<file path="src/rtl/muldiv_pkg.sv">
// muldiv_pkg: shared types, constants and op decode helpers for the M-extension sequencer
package muldiv_pkg;
  typedef enum logic [2:0] {
    OP_MUL    = 3'b000,
    OP_MULH   = 3'b001,
    OP_MULHSU = 3'b010,
    OP_MULHU  = 3'b011,
    OP_DIV    = 3'b100,
    OP_DIVU   = 3'b101,
    OP_REM    = 3'b110,
    OP_REMU   = 3'b111
  } op_t;
  typedef enum logic [1:0] {IDLE, CALC, FIN} state_t;
  localparam logic [31:0] DIV0_QUOT = 32'hFFFFFFFF;
  localparam logic [31:0] INT_MIN   = 32'h80000000;
  function automatic logic is_div(op_t o);
    return o[2];
  endfunction
  function automatic logic op_signed_a(op_t o);
    return o inside {OP_MULH, OP_MULHSU, OP_DIV, OP_REM};
  endfunction
  function automatic logic op_signed_b(op_t o);
    return o inside {OP_MULH, OP_DIV, OP_REM};
  endfunction
endpackage

</file>
<file path="src/rtl/muldiv_signfix.sv">
// muldiv_signfix: final sign correction and result selection from the magnitude accumulator
module muldiv_signfix
  import muldiv_pkg::*;
#(
  parameter int XLEN = 32
) (
  input  op_t               op,
  input  logic              sa,
  input  logic              sb,
  input  logic              dz,
  input  logic [2*XLEN-1:0] acc,
  output logic [XLEN-1:0]   result
);
  logic [2*XLEN-1:0] prod;
  logic [XLEN-1:0] quot, rem;
  always_comb begin
    prod = (sa ^ sb) ? -acc : acc;
    quot = (sa ^ sb && !dz) ? -acc[XLEN-1:0] : acc[XLEN-1:0];
    rem = sa ? -acc[2*XLEN-1:XLEN] : acc[2*XLEN-1:XLEN];
    result = !is_div(op) ? (op == OP_MUL ? prod[XLEN-1:0] : prod[2*XLEN-1:XLEN]) :
             op[1] ? rem : quot;
  end
endmodule

</file>
<file path="src/rtl/muldiv_seq.sv">
// muldiv_seq: iterative radix-2 RV32M multiply/divide sequencer with stall handshake
module muldiv_seq
  import muldiv_pkg::*;
#(
  parameter int XLEN      = 32,
  parameter bit EARLY_OUT = 1
) (
  input  logic            clk,
  input  logic            rst_n,
  input  logic            start,
  input  logic [2:0]      op,
  input  logic [XLEN-1:0] rs1,
  input  logic [XLEN-1:0] rs2,
  input  logic            flush,
  output logic            busy,
  output logic            done,
  output logic [XLEN-1:0] result
);
  localparam int CW = $clog2(XLEN);
  state_t state, state_nx;
  op_t op_in, op_q;
  logic sa, sb, dz, sa_in, sb_in, dz_in, ovf_in, special, accept;
  logic [XLEN-1:0] a_mag, b_mag, opnd, res_fix;
  logic [2*XLEN-1:0] acc, acc_nx;
  logic [XLEN:0] mul_sum;
  logic [XLEN+1:0] div_diff;
  logic [CW-1:0] cnt;
  always_comb begin
    op_in = op_t'(op);
    sa_in = op_signed_a(op_in) && rs1[XLEN-1];
    sb_in = op_signed_b(op_in) && rs2[XLEN-1];
    a_mag = sa_in ? -rs1 : rs1;
    b_mag = sb_in ? -rs2 : rs2;
    dz_in = is_div(op_in) && rs2 == '0;
    ovf_in = (op_in == OP_DIV || op_in == OP_REM) && rs1 == INT_MIN && rs2 == '1;
    special = EARLY_OUT && (dz_in || ovf_in);
    accept = start && !flush && state == IDLE;
    mul_sum = {1'b0, acc[2*XLEN-1:XLEN]} + (acc[0] ? {1'b0, opnd} : '0);
    div_diff = {1'b0, acc[2*XLEN-1:XLEN-1]} - {2'b0, opnd};
    acc_nx = !is_div(op_q) ? {mul_sum, acc[XLEN-1:1]} :
             div_diff[XLEN+1] ? {acc[2*XLEN-2:0], 1'b0} :
             {div_diff[XLEN-1:0], acc[XLEN-2:0], 1'b1};
  end
  always_ff @(posedge clk)
    if (!rst_n) state <= IDLE;
    else state <= state_nx;
  always_comb
    state_nx = flush ? IDLE :
               state == IDLE ? (start ? (special ? FIN : CALC) : IDLE) :
               state == CALC ? (cnt == '0 ? FIN : CALC) : IDLE;
  always_comb busy = state != IDLE;
  // Early-out cases preload the accumulator so the common sign-fix path yields the RV32M result
  always_ff @(posedge clk) begin
    if (!rst_n) begin
      op_q <= OP_MUL;
      sa <= 1'b0;
      sb <= 1'b0;
      dz <= 1'b0;
      opnd <= '0;
      acc <= '0;
      cnt <= '0;
      done <= 1'b0;
      result <= '0;
    end else begin
      done <= state == FIN && !flush;
      if (state == FIN && !flush) result <= res_fix;
      if (accept) begin
        op_q <= op_in;
        sa <= sa_in;
        sb <= sb_in;
        dz <= dz_in;
        cnt <= CW'(XLEN - 1);
        opnd <= is_div(op_in) ? b_mag : a_mag;
        acc <= !special ? {{XLEN{1'b0}}, is_div(op_in) ? a_mag : b_mag} :
               dz_in ? {a_mag, DIV0_QUOT} : {{XLEN{1'b0}}, INT_MIN};
      end else if (state == CALC) begin
        acc <= acc_nx;
        cnt <= cnt - 1'b1;
      end
    end
  end
  muldiv_signfix #(.XLEN(XLEN)) u_fix (
    .op(op_q),
    .sa(sa),
    .sb(sb),
    .dz(dz),
    .acc(acc),
    .result(res_fix)
  );
endmodule

</file>
<file path="config.mk">
export PLATFORM = sky130hd
export DESIGN_NAME = muldiv_seq
export DESIGN_NICKNAME = d
export VERILOG_FILES = /design/src/rtl/muldiv_pkg.sv /design/src/rtl/muldiv_signfix.sv /design/src/rtl/muldiv_seq.sv
export SDC_FILE = /design/constraint.sdc
export NUM_CORES = 1
export LEC_CHECK = 0
export BUFFER_PORTS_ARGS = -buffer_cell sky130_fd_sc_hd__buf_2
export CAP_MARGIN = 30
export CORE_MARGIN = 2
export CORE_UTILIZATION = 45
export CTS_CLUSTER_SIZE = 14
export DETAILED_ROUTE_END_ITERATION = 16
export GPL_TIMING_DRIVEN = 0
export SYNTH_ARGS = -nofsm -noshare
export SYNTH_HDL_FRONTEND = slang
export SYNTH_SLANG_ARGS = --single-unit
export TNS_END_PERCENT = 1
</file>
<file path="constraint.sdc">
create_clock -name clk -period 3.9 [get_ports clk]
set_input_delay 0.195 -clock clk [delete_from_list [all_inputs] [get_ports clk]]
set_output_delay 0.195 -clock clk [all_outputs]
set_load 0.05 [all_outputs]
</file>
==> results.toml <==
[status]
status = "finished clean"

[critical_path]
slowest_delay_ns = 0.49
cp_slowest_cell = "o21ai_1"
critPathKind = "reg -> reg"
crit_chain = "clkinvlp_4 -> clkbuf_2 -> nor2_1 -> ha_1 -> a21oi_1 -> o21ai_0 -> a22oi_1 -> a31oi_1 -> o21ai_1 -> o221ai_1 -> xor2_1 -> a211oi_1 -> o32ai_1"
startpoint_type = "flip-flop"
worst_r2r_startpoint = "acc[0]$_SDFFE_PN0P_"
critPathBufInv = 2
cp.arrival_ns = 4.13
crit_path_start = "acc[0]$_SDFFE_PN0P_"
end_kind = "flip-flop"
critical_path.max_fanout = 10
crit_required_ns = 4.20
crit_family = "compound AO/OA/AOI/OAI gates"

[worst_hold_path]
min_path_type = "in -> reg"
hp-start = "op[1]"

[synth]
async_flop_share_pct = 0
synth.cell_area_um2 = 15390
synthesis.nets = 2346
ys_types = 96
synth_commonest_cells = "a21oi_1 (246), nor2_1 (234), o21ai_0 (214), nand2_1 (211), dfxtp_1 (142)"
yosysSeqAreaShare_pct = 18.47
syn-instance-count = 2202
yosys_warnings = 0
ys.flop_type = "dfxtp_1"
synth_edf_count = 0
netlist_top_cells_area = "dfxtp_1 (18%), a21oi_1 (8.0%), o21ai_0 (7.0%)"
synth_area_per_cell_um2 = 6.991
synth_most_common_cell = "a21oi_1"
synth_largest_area_cell = "dfxtp_1"
yosys_register_bits = 142
synth_top_area_share_pct = 18.47

[final_layout]
instances_no_fill = 2787
fin_util_pct = 51.10
synthToLayoutAreaGrowth_pct = 11.60
fin_area_um2 = 17180
fill_cells = 3490
multi_input_area_um2 = 11620
drive_gt1_share_pct = 10.52
diodes = 0
nets = 2470
regArea_um2 = 2844

[die]
initial_core_util_pct = 45.79
core_um2 = 33620
ios = 105
die_area_um2 = 35700
rows = 67
die_width_um = 189.0
die_h_um = 189.0

[clock_network]
cts_inserted_buffers = 17
clk_latency_ns = 0.47
cts.sinks = 142
cts_max_level = 4
cts_tree = "done"
cts-root-buf = "clkbuf_16"
clk_pin_slew_ns = 0.07
clk_path_buf_depth = 2

[power_and_ir_drop]
p_per_area_nw_per_um2 = 364.9
power.total_mw = 6.269
leakage_nw = 6.719
ir_drop_mv = 0.3610

[grt]
met3_usage_pct = 10.25
antenna_found_initial = 1
grt_pass1_vias = 16630
met2_usage_pct = 60.51
grt.busiest_layer = "met2"
grt_use_met1_pct = 54.88
grt_pass1_wl_um = 107500
overflow = 0
grt_usage_pct = 40.32
grt_max_degree = 17

[route]
vias = 18070
first_pass_iters = 7
wire_per_inst_um = 26.32
drt-initial-drc-count = 2507
viasPerCell = 6.482
ant_nets = 0
postRouteWirelength_um = 73350
drc = 0

[timing]
period_minus_slack_ns = 3.826
finalHoldViolCount = 0
rsz0062_at_grt = "yes"
finClkSkew_ns = 0.01783
finalSetupViolations = 0
fmax_mhz = 261.4
drv_slew = 0
finalSetupTns_ns = 0
max_slew.worst_pin.slew_ns = 1.101
fin_crit_sh_pct = 98.10
slew-limit-headroom_pct = 26.31

[flow_run]
max_cap_violations = 0

[placement]
place_area_um2 = 16470
io_buffers = 104
dp_hpwl_um = 58910
gp_congestion = 1.031
dpl.cell_count = 2754
==> placed cells by master (no fill, tap or decap), types with 10 or more instances in the layout <==
cell type    n
inv_1       68
nand4_1     13
o211ai_1    54
or4_1       14
nand3_1     41
a22oi_1     19
o21a_1      11
a211oi_1    26
or3_1       22
nor2_1     234
and3_1      18
nor4_1      14
a31oi_1     33
buf_1       10
ha_1        69
o31ai_1     21
nand2b_1    16
nand2_1    211
dfxtp_1    141
o21ai_0    210
clkbuf_16   17
a221oi_1    14
buf_2      121
nor3_1      42
xor2_1     115
a21oi_1    245
mux2i_1     38
o21ai_1     27
clkbuf_1   125
xnor2_1    114
a21o_1      30
==> flip-flops by register name, indices dropped and copies added, names as in the netlist, 2 cells and up <==
| register | cells |
|---|---|
| cnt | 5 |
| opnd | 32 |
| op_q | 3 |
| result | 32 |
| acc | 64 |
| state | 2 |
==> report_power, final <==
part | switching, mW | total, mW | internal [mW] | leakage (nW)
Sequential | 0.114 | 1.65 | 1.54 | 1.16
Clock | 0.793 | 1.78 | 0.982 | 0.294
Combinational | 1.92 | 2.84 | 0.923 | 5.26
Total | 2.83 | 6.27 | 3.44 | 6.72
==> per-stage QoR <==
stage	setup slack, ns	hold WS [ns]
2_1_floorplan	0.7685	0.2719
3_3_place_gp	-0.4650	0.4304
3_5_place_dp	-0.4205	0.4341
4_1_cts	0.004180	0.05265
5_1_grt	-0.05527	0.07554
6_report	0.07424	0.06491
==> logic make-up (layout without fill, tap and decap cells) <==
logic type | Yosys count | count (layout) | synth area share [%]
compound gates | 778 | 778 | 31.15
simple gates | 691 | 691 | 21.52
buf+inv | 240 | 377 | 6.462
xor+xnor | 231 | 231 | 13.24
flops | 142 | 142 | 18.47
fa+ha+maj | 73 | 73 | 6.031
mux | 47 | 47 | 3.129
==> worst register-to-register path, cell delays in order (launching register included) <==
cell        delay [ns]
dfxtp_2           0.43
clkinvlp_4        0.25
clkbuf_2          0.25
nor2_1            0.12
ha_1              0.31
a21oi_1           0.17
o21ai_0           0.20
a22oi_1           0.28
a31oi_1           0.17
o21ai_1           0.49
o221ai_1          0.24
xor2_1            0.20
a211oi_1          0.41
o32ai_1           0.15
==> cell type report <==
| cell class | instances | share of cell area (%) |
|---|---|---|
| multi-input cells | 1820 | 67.65 |
| flip-flops and latches | 142 | 16.55 |
| plain buffers | 168 | 4.253 |
| well taps | 448 | 3.263 |
| repair buffers | 107 | 3.176 |
| clock buffers | 18 | 2.556 |
| inverters | 70 | 1.551 |
| clock inverters | 14 | 0.9905 |
==> repair_timing <==
item / in CTS / in global routing
pin swaps: 1 / 1
resized for setup: 7 / 16
endpoints found under the hold margin: 2 / 0
hold buffers: 1 / 0
buffers inserted: 1 / 0
setup endpoints to repair: 39 / 42
==> path summary, 6_finish.rpt <==
kind	endpoint	slack (ns)	depth (start not counted)
worst max-delay path	acc[57]$_SDFFE_PN0P_	0.07	13
worst min-delay path	op_q[1]$_SDFFE_PN0P_	0.06	3
worst max register to register	acc[57]$_SDFFE_PN0P_	0.07	13
worst min register to register	opnd[2]$_SDFFE_PN0P_	0.45	2
==> metal layers <==
metal	up-vias	routed length [µm]
met4	2	3328
met2	1149	30560
met5	-	41
li1	8167	-
met1	8567	30700
met3	180	8723
No activity file was read; power rests on OpenSTA's default activity.
